<file path="src/rtl/alu_pkg.sv">
// Shared EX-path types: adder-result op codes, exception codes and
// the registered result bundle handed from the EX result stage to MEM.
package alu_pkg;

  typedef enum logic [2:0] {
    OP_ADD_TRAP   = 3'd0,
    OP_ADD_NOTRAP = 3'd1,
    OP_SLT        = 3'd2,
    OP_BEQ        = 3'd3,
    OP_BNE        = 3'd4
  } op_e;

  localparam logic [4:0] EXCCODE_OV = 5'd12;

  typedef struct packed {
    logic [31:0] result;
    logic [4:0]  rd;
    logic        we;
    logic        br_taken;
  } res_t;

  typedef enum logic {
    ST_RUN  = 1'b0,
    ST_TRAP = 1'b1
  } state_e;

endpackage

</file>
<file path="src/rtl/ex_result_stage_result_fmt.sv">
// Combinational op/flag to result-bundle mapping plus trap decision.
// In: op, s, zero, overflow, negative, rd. Out: res bundle, trap.
module result_fmt
  import alu_pkg::*;
(
  input  logic [2:0]  op,
  input  logic [31:0] s,
  input  logic        zero,
  input  logic        overflow,
  input  logic        negative,
  input  logic [4:0]  rd,
  output res_t        res,
  output logic        trap
);

  logic is_trap;
  logic is_slt;
  logic is_beq;
  logic is_bne;

  assign is_trap = (op == OP_ADD_TRAP);
  assign is_slt  = (op == OP_SLT);
  assign is_beq  = (op == OP_BEQ);
  assign is_bne  = (op == OP_BNE);

  always_comb begin
    res          = '0;
    res.rd       = rd;
    res.result   = s;
    res.we       = 1'b1;
    res.br_taken = 1'b0;
    unique case (1'b1)
      is_slt: begin
        // sign of A-B already corrected by the adder
        res.result = {31'b0, negative};
      end
      is_beq: begin
        res.we       = 1'b0;
        res.br_taken = zero;
      end
      is_bne: begin
        res.we       = 1'b0;
        res.br_taken = ~zero;
      end
      default: begin
        // ADD_TRAP, ADD_NOTRAP and unused codes 5-7 write the sum
        res.we = 1'b1;
      end
    endcase
  end

  assign trap = is_trap & overflow;

endmodule

</file>
<file path="src/rtl/ex_result_stage.sv">
// EX result stage: registers adder result for MEM, raises overflow trap.
// Ports: in_valid/in_ready upstream, out_* downstream, exc_* + ov_count.
module ex_result_stage
  import alu_pkg::*;
#(
  parameter logic [4:0] EXC_OV = EXCCODE_OV,
  parameter int         CNT_W  = 16
) (
  input  logic             clk,
  input  logic             reset,
  input  logic             in_valid,
  output logic             in_ready,
  input  logic [31:0]      s,
  input  logic             zero,
  input  logic             overflow,
  input  logic             negative,
  input  logic [2:0]       op,
  input  logic [31:0]      pc,
  input  logic [4:0]       rd,
  input  logic             flush,
  output logic             out_valid,
  input  logic             out_ready,
  output logic [31:0]      out_result,
  output logic [4:0]       out_rd,
  output logic             out_we,
  output logic             br_taken,
  output logic             exc_valid,
  output logic [31:0]      exc_epc,
  output logic [4:0]       exc_cause,
  output logic [CNT_W-1:0] ov_count
);

  state_e state;
  res_t   fmt;
  logic   trap;
  logic   accept;

  result_fmt u_fmt (
    .op       (op),
    .s        (s),
    .zero     (zero),
    .overflow (overflow),
    .negative (negative),
    .rd       (rd),
    .res      (fmt),
    .trap     (trap)
  );

  assign in_ready = (state == ST_RUN)
                  & (~out_valid | out_ready);
  assign accept   = in_valid & in_ready;

  always_ff @(posedge clk or posedge reset) begin
    if (reset) begin
      state      <= ST_RUN;
      out_valid  <= 1'b0;
      out_result <= '0;
      out_rd     <= '0;
      out_we     <= 1'b0;
      br_taken   <= 1'b0;
      exc_valid  <= 1'b0;
      exc_epc    <= '0;
      exc_cause  <= '0;
      ov_count   <= '0;
    end else if (flush) begin
      // flush beats any input presented in the same cycle
      state     <= ST_RUN;
      out_valid <= 1'b0;
      exc_valid <= 1'b0;
    end else if (accept) begin
      if (trap) begin
        out_valid <= 1'b0;
        exc_valid <= 1'b1;
        exc_epc   <= pc;
        exc_cause <= EXC_OV;
        state     <= ST_TRAP;
        if (ov_count != '1) begin
          ov_count <= ov_count + 1'b1;
        end
      end else begin
        out_valid  <= 1'b1;
        out_result <= fmt.result;
        out_rd     <= fmt.rd;
        out_we     <= fmt.we;
        br_taken   <= fmt.br_taken;
      end
    end else if (out_ready) begin
      out_valid <= 1'b0;
    end
  end

endmodule

</file>
<file path="config.mk">
export PLATFORM = sky130hd
export DESIGN_NAME = ex_result_stage
export DESIGN_NICKNAME = d
export VERILOG_FILES = /design/src/rtl/alu_pkg.sv /design/src/rtl/ex_result_stage_result_fmt.sv /design/src/rtl/ex_result_stage.sv
export SDC_FILE = /design/constraint.sdc
export NUM_CORES = 1
export LEC_CHECK = 0
export ABC_AREA = 1
export BUFFER_PORTS_ARGS = -buffer_cell sky130_fd_sc_hd__buf_2
export CAP_MARGIN = 20
export CORE_AREA = 8 8 140 77
export CTS_CLUSTER_SIZE = 28
export DETAILED_ROUTE_END_ITERATION = 6
export DIE_AREA = 0 0 148 85
export PLACE_DENSITY = 0.85
export SKIP_LAST_GASP = 1
export SYNTH_ARGS = -nofsm -noshare
export SYNTH_HDL_FRONTEND = slang
export SYNTH_SLANG_ARGS = --single-unit
</file>
<file path="constraint.sdc">
create_clock -name clk -period 7.6 [get_ports clk]
set_input_delay 0.76 -clock clk [delete_from_list [all_inputs] [get_ports clk]]
set_output_delay 0.76 -clock clk [all_outputs]
set_load 0.03 [all_outputs]
</file>
After elaboration in Yosys (flattened, before gate mapping)
Index checks and enable logic that the tools add are counted.
{"block": "word_totals", "inputBits": 80, "ff_bits": 90, "elab_cells": 42}
{"block": "op_classes", "n_reduce_logical": 9, "muxes": 10, "n_bitwise": 9, "eq_ne": 4, "n_addsub": 1}
{"operator": "$mux 32", "n": 1}
{"operator": "$add 16x1->16 const B", "n": 1}
{"operator": "$ne 16x16->1 const B", "n": 1}
{"operator": "$mux 1", "n": 8}
{"operator": "$eq 3x2->1 const B", "n": 2}
{"operator": "$reduce_and 3->1", "n": 2}
{"operator": "$not 1->1", "n": 5}
{"operator": "$reduce_and 4->1", "n": 1}
{"operator": "$reduce_bool 2->1", "n": 2}
{"operator": "$and 1x1->1", "n": 3}
{"operator": "$eq 3x3->1 const B", "n": 1}
{"operator": "$logic_not 3->1", "n": 1}
{"operator": "$reduce_bool 3->1", "n": 1}
{"operator": "$pmux 1 s2", "n": 1}
{"operator": "$reduce_and 2->1", "n": 1}
{"operator": "$reduce_or 2->1", "n": 1}
{"operator": "$or 1x1->1", "n": 1}

Depth between registers and ports, before layout
{"block": "logic_depth", "depth_word": 6, "depth_mapped": 9, "depth_no_buf": 8}

Cells and area by module
Synthesis repeated with hierarchy kept, for this count alone.
{"block": "unflattened", "cells_unflattened": 563, "area_unflattened_um2": 4350.4}
{"mod": "ex_result_stage", "area_each_um2": 3950.0, "seq_area_each_um2": 2252.2, "instances": 1, "cells_each": 478}
{"mod": "result_fmt", "area_each_um2": 400.4, "seq_area_each_um2": 0.0, "instances": 1, "cells_each": 85}

Least setup slack after synthesis
Ideal clock, no wire load.
{"block": "synth_path", "path_kind": "input port to output port", "startpoint": "input port out_ready", "endpoint": "output port in_ready", "arrival_ns": 1.129, "required_ns": 6.840, "cell_stages": 4, "slack_ns": 5.711, "cell_sequence": "inv_1 -> nand2_1 -> nand2_1 -> inv_1"}
{"block": "synth_via", "elab_chain_len": 2}
{"element": "start, declared", "line_no": "ex_result_stage.sv:22", "text": "input logic out_ready,"}
{"element": "$or 1x1->1", "line_no": "ex_result_stage.sv:50", "text": "& (~out_valid | out_ready);"}
{"element": "$and 1x1->1", "line_no": "ex_result_stage.sv:50"}
{"element": "end, declared", "line_no": "ex_result_stage.sv:12", "text": "output logic in_ready,"}
Every way passes these cells.

Final worst setup path
{"block": "layout_path", "startpoint": "input port op[2]", "endpoint": "register ov_count[11]"}
{"block": "layout_via", "elab_chain_len": 3}
{"element": "start, declared", "line_no": "ex_result_stage.sv:17", "text": "input logic [2:0] op,"}
{"element": "$logic_not 3->1", "line_no": "ex_result_stage_result_fmt.sv:21", "text": "assign is_trap = (op == OP_ADD_TRAP);"}
{"element": "$and 1x1->1", "line_no": "ex_result_stage_result_fmt.sv:52", "text": "assign trap = is_trap & overflow;"}
{"element": "$reduce_and 4->1 (no line)"}
{"element": "end signal, assigned", "line_no": "ex_result_stage.sv:78", "text": "ov_count <= ov_count + 1'b1;"}
{"element": "end, declared", "line_no": "ex_result_stage.sv:30", "text": "output logic [CNT_W-1:0] ov_count"}
Every way passes these cells.
A chain may end at the register's enable or synchronous reset.

==> impl_results.md <==
* Row count at 25
* Total I/O pin count at 175
* Combinational Power Share at 26.1%
* RePlAce Congestion at 0.840
* Commonest cells in the netlist: 254 x nand2_1, 90 x dfrtp_1, 39 x o21ai_0, 18 x inv_1, 16 x nor2_1
* Setup clock skew after layout at 0.00689 ns
* Clk pin slew, worst setup/hold paths at 0.07 ns
* Tcrit/Tclk final at 31.2%
* Int Pwr at 0.000884 W
* Startpoint types: input pin
* Placed cell count at 755
* Arrival @ worst endpoint at 2.64 ns
* Antenna violations before repair at 1
* Slew @ Worst Pin at 1.03 ns
* Cell accounting for the most synthesized area: dfrtp_1
* Synth top area cells: dfrtp_1 57%, nand2_1 24%, o21ai_0 5.0%
* Initial core utilization at 44.0%
* Worst reg2reg path depth at 7
* Top delay family on crit path: simple AND/OR/NAND/NOR gates
* Clock share of power at 30.1%
* Count leader, synth: nand2_1
* Clk root buf: clkbuf_16
* Switching Fraction at 35.1%
* CP Max Fanout at 34
* Distinct cells, synth at 28
* Hold buffers post-CTS at 0
* Worst Setup End Kind: register
* Die width at 148 um
* N_diodes at 0
* Status: complete, no violations
* Total clock sinks at 90
* Asr flop ratio synth at 100%
* FF+latch area at 2250 um^2
* H-tree depth at 3
* Final instance count without filler cells at 773
* Crit path depth at 8
* TNS Setup at 0 ns
* Grt ovf at 0
* Sequential Power Share at 43.7%
* Worst Hold Class: reg2reg
* DR pass1 iterations at 4
* Hold path cells at 2
* Share of cells above drive strength 1 at 31.3%
* Core box area at 8950 um^2
* Routed vias at 3610
* Final Hold Fails at 0
* VDD IR max at 0.159 mV
* Residual DRC at 0
* RSZ-0062 raised after global routing: false
* Main synth FF type: dfrtp_1
* YS warnings at 0
* Avg Cell Area, Syn at 8.15 um^2
* WS Path Type: in2reg
* Nets@finish at 728
* # resized after CTS at 0
* Relative slew margins at 31.2%
* Clk buf depth at 2
* Setup Viol. Count Final at 0
* Post-DR vias/cell at 4.67
* WL final at 11.0 mm
* Area of the mapped netlist at 3940 um^2
* Multi-input gate area at 1490 um^2
* # Max-Cap Violations at 0
* Leak pwr at 2.96 nW
* Pin count of the biggest net entering global routing at 91
* WL/cell at 14.2 um
* Synth top area share at 57.2%
* PortBufs at 171
* CP max-delay cell: a21oi_1
* Worst Path Required at 7.87 ns
* Max frequency at 422 MHz
* Die area at 12600 um^2
* Clk Latency, worst-skew pair at 0.33 ns
* Initial DRC Count at 222
* Net switching power at 0.000479 W
* Vias in the first global route at 3675
* Half-perimeter wire length after placement at 8.21 mm
* First-pass GRT wire length at 18.1 mm
* Post-synth EDFFs at 0
* Bufs and invs on worst path at 2
* Yosys reg bits at 90
* Post-synthesis cell count at 483
* Worst path cell trace: buf_2 -> nor2_1 -> nand2_1 -> clkinv_1 -> nand2_2 -> a21oi_1 -> nand2_1 -> nand2_1
* Crit path largest cell delay at 0.83 ns
* PwrDens at 264 nW/um^2
* Seq/Total Area, Yosys at 57.2%
* Fill cell count at 854
* CTS tree: done
* Post-CTS setup buffers at 0
* Crit-path most repeated cell: nand2_1
* Die Ht at 85 um
* Layout area overhead at 31.2%
* Final Critical Period at 2.37 ns
* Routed Antenna Nets at 0
* CTS Buf Count at 9
* Global-route usage over all layers at 17.5%
* Final Slew Violations at 0
power groups by stage:
| stage | registers [W] | logic (W) | clock network, W |
|---|---|---|---|
| after floorplan | 0.000745 | 0.0000860 | 0 |
| after global placement | 0.000599 | 0.000351 | 0 |
| after detailed placement | 0.000601 | 0.000360 | 0 |
| after CTS | 0.000595 | 0.000358 | 0.000424 |
| after global routing | 0.000604 | 0.000388 | 0.000442 |
| final | 0.000595 | 0.000356 | 0.000411 |
sequential cells by signal, summed over array words and instances (netlist names):
signal	count
exc_epc	32
out_result	32
ov_count	16
out_rd	5
br_taken	1
exc_cause	1
out_valid	1
out_we	1
state	1
metal layers:
layer  vias up  share of wire, %  track usage, %
met5         -             0.073               0
met4         2              0.60            4.87
met3         8                11            8.55
met2       159                43            26.7
met1      1633                44            21.7
li1       1808                 -               -
worst reg2reg max path: stages (launching register included):
cell and delay [ns]:
dfrtp_1 0.39, nand2_1 0.10, nand2_1 0.09, nor2_2 0.14, nand2_2 0.38, a21oi_1 0.85, nand2_1 0.13, nand2_1 0.10
stage by stage:
step	utilization [%]	hold slack [ns]	cell area (um^2)	setup slack, ns	power [W]
after floorplan	-	0.649	3940	4.50	0.000831
after global placement	54.1	0.449	4840	4.96	0.000950
after detailed placement	54.1	0.455	4840	4.91	0.000961
after CTS	57.3	0.471	5120	5.25	0.00138
after global routing	57.7	0.493	5160	4.93	0.00143
final	57.7	0.472	5160	5.23	0.00136
final timing paths:
path / start / to / slack [ns]
worst max-delay path: op[2] / ov_count[11] / 5.23
worst min register to register: exc_epc[26] / exc_epc[26] / 0.47
min in group asynchronous: reset / ov_count[6] / 0.58
worst min-delay path: exc_epc[26] / exc_epc[26] / 0.47
max in group asynchronous: reset / out_result[8] / 6.37
worst max register to register: out_valid / ov_count[11] / 5.38
kinds of logic (layout without fill, tap and decap cells):
family,Yosys count,count (layout),synth area share (%)
AND/OR/NAND/NOR,296,296,29.9
flip-flops,90,90,57.2
buffers and inverters,45,212,5.18
AO/OA/AOI/OAI,42,42,5.40
XOR/XNOR,7,7,1.56
adder cells (fa/ha/maj),1,1,0.318
other,1,3,0.0953
multiplexers,1,1,0.286
layout make-up:
cell class / instances / share of cell area, %
Sequential cell: 90 / 43.6
Multi-Input combinational cell: 350 / 28.9
Tap cell: 121 / 2.93
Clock inverter: 5 / 0.751
Timing Repair Buffer: 174 / 17.5
Inverter: 22 / 1.62
Clock buffer: 11 / 4.70
cell usage in the layout, fill, tap and decap left out, types with 2 or more instances in the layout:
master / netlist / routed
buf_12: 0 / 2
buf_2: 10 / 171
clkbuf_16: 0 / 9
clkinvlp_4: 0 / 4
conb_1: 1 / 3
dfrtp_1: 90 / 90
inv_1: 18 / 17
inv_2: 3 / 3
nand2_1: 254 / 253
nand2_2: 2 / 3
nand3_1: 10 / 10
nand4_1: 6 / 6
nor2_1: 16 / 16
nor2_2: 3 / 3
o21ai_0: 39 / 39
xnor2_1: 6 / 6
Power figures use the tool's default switching activity.
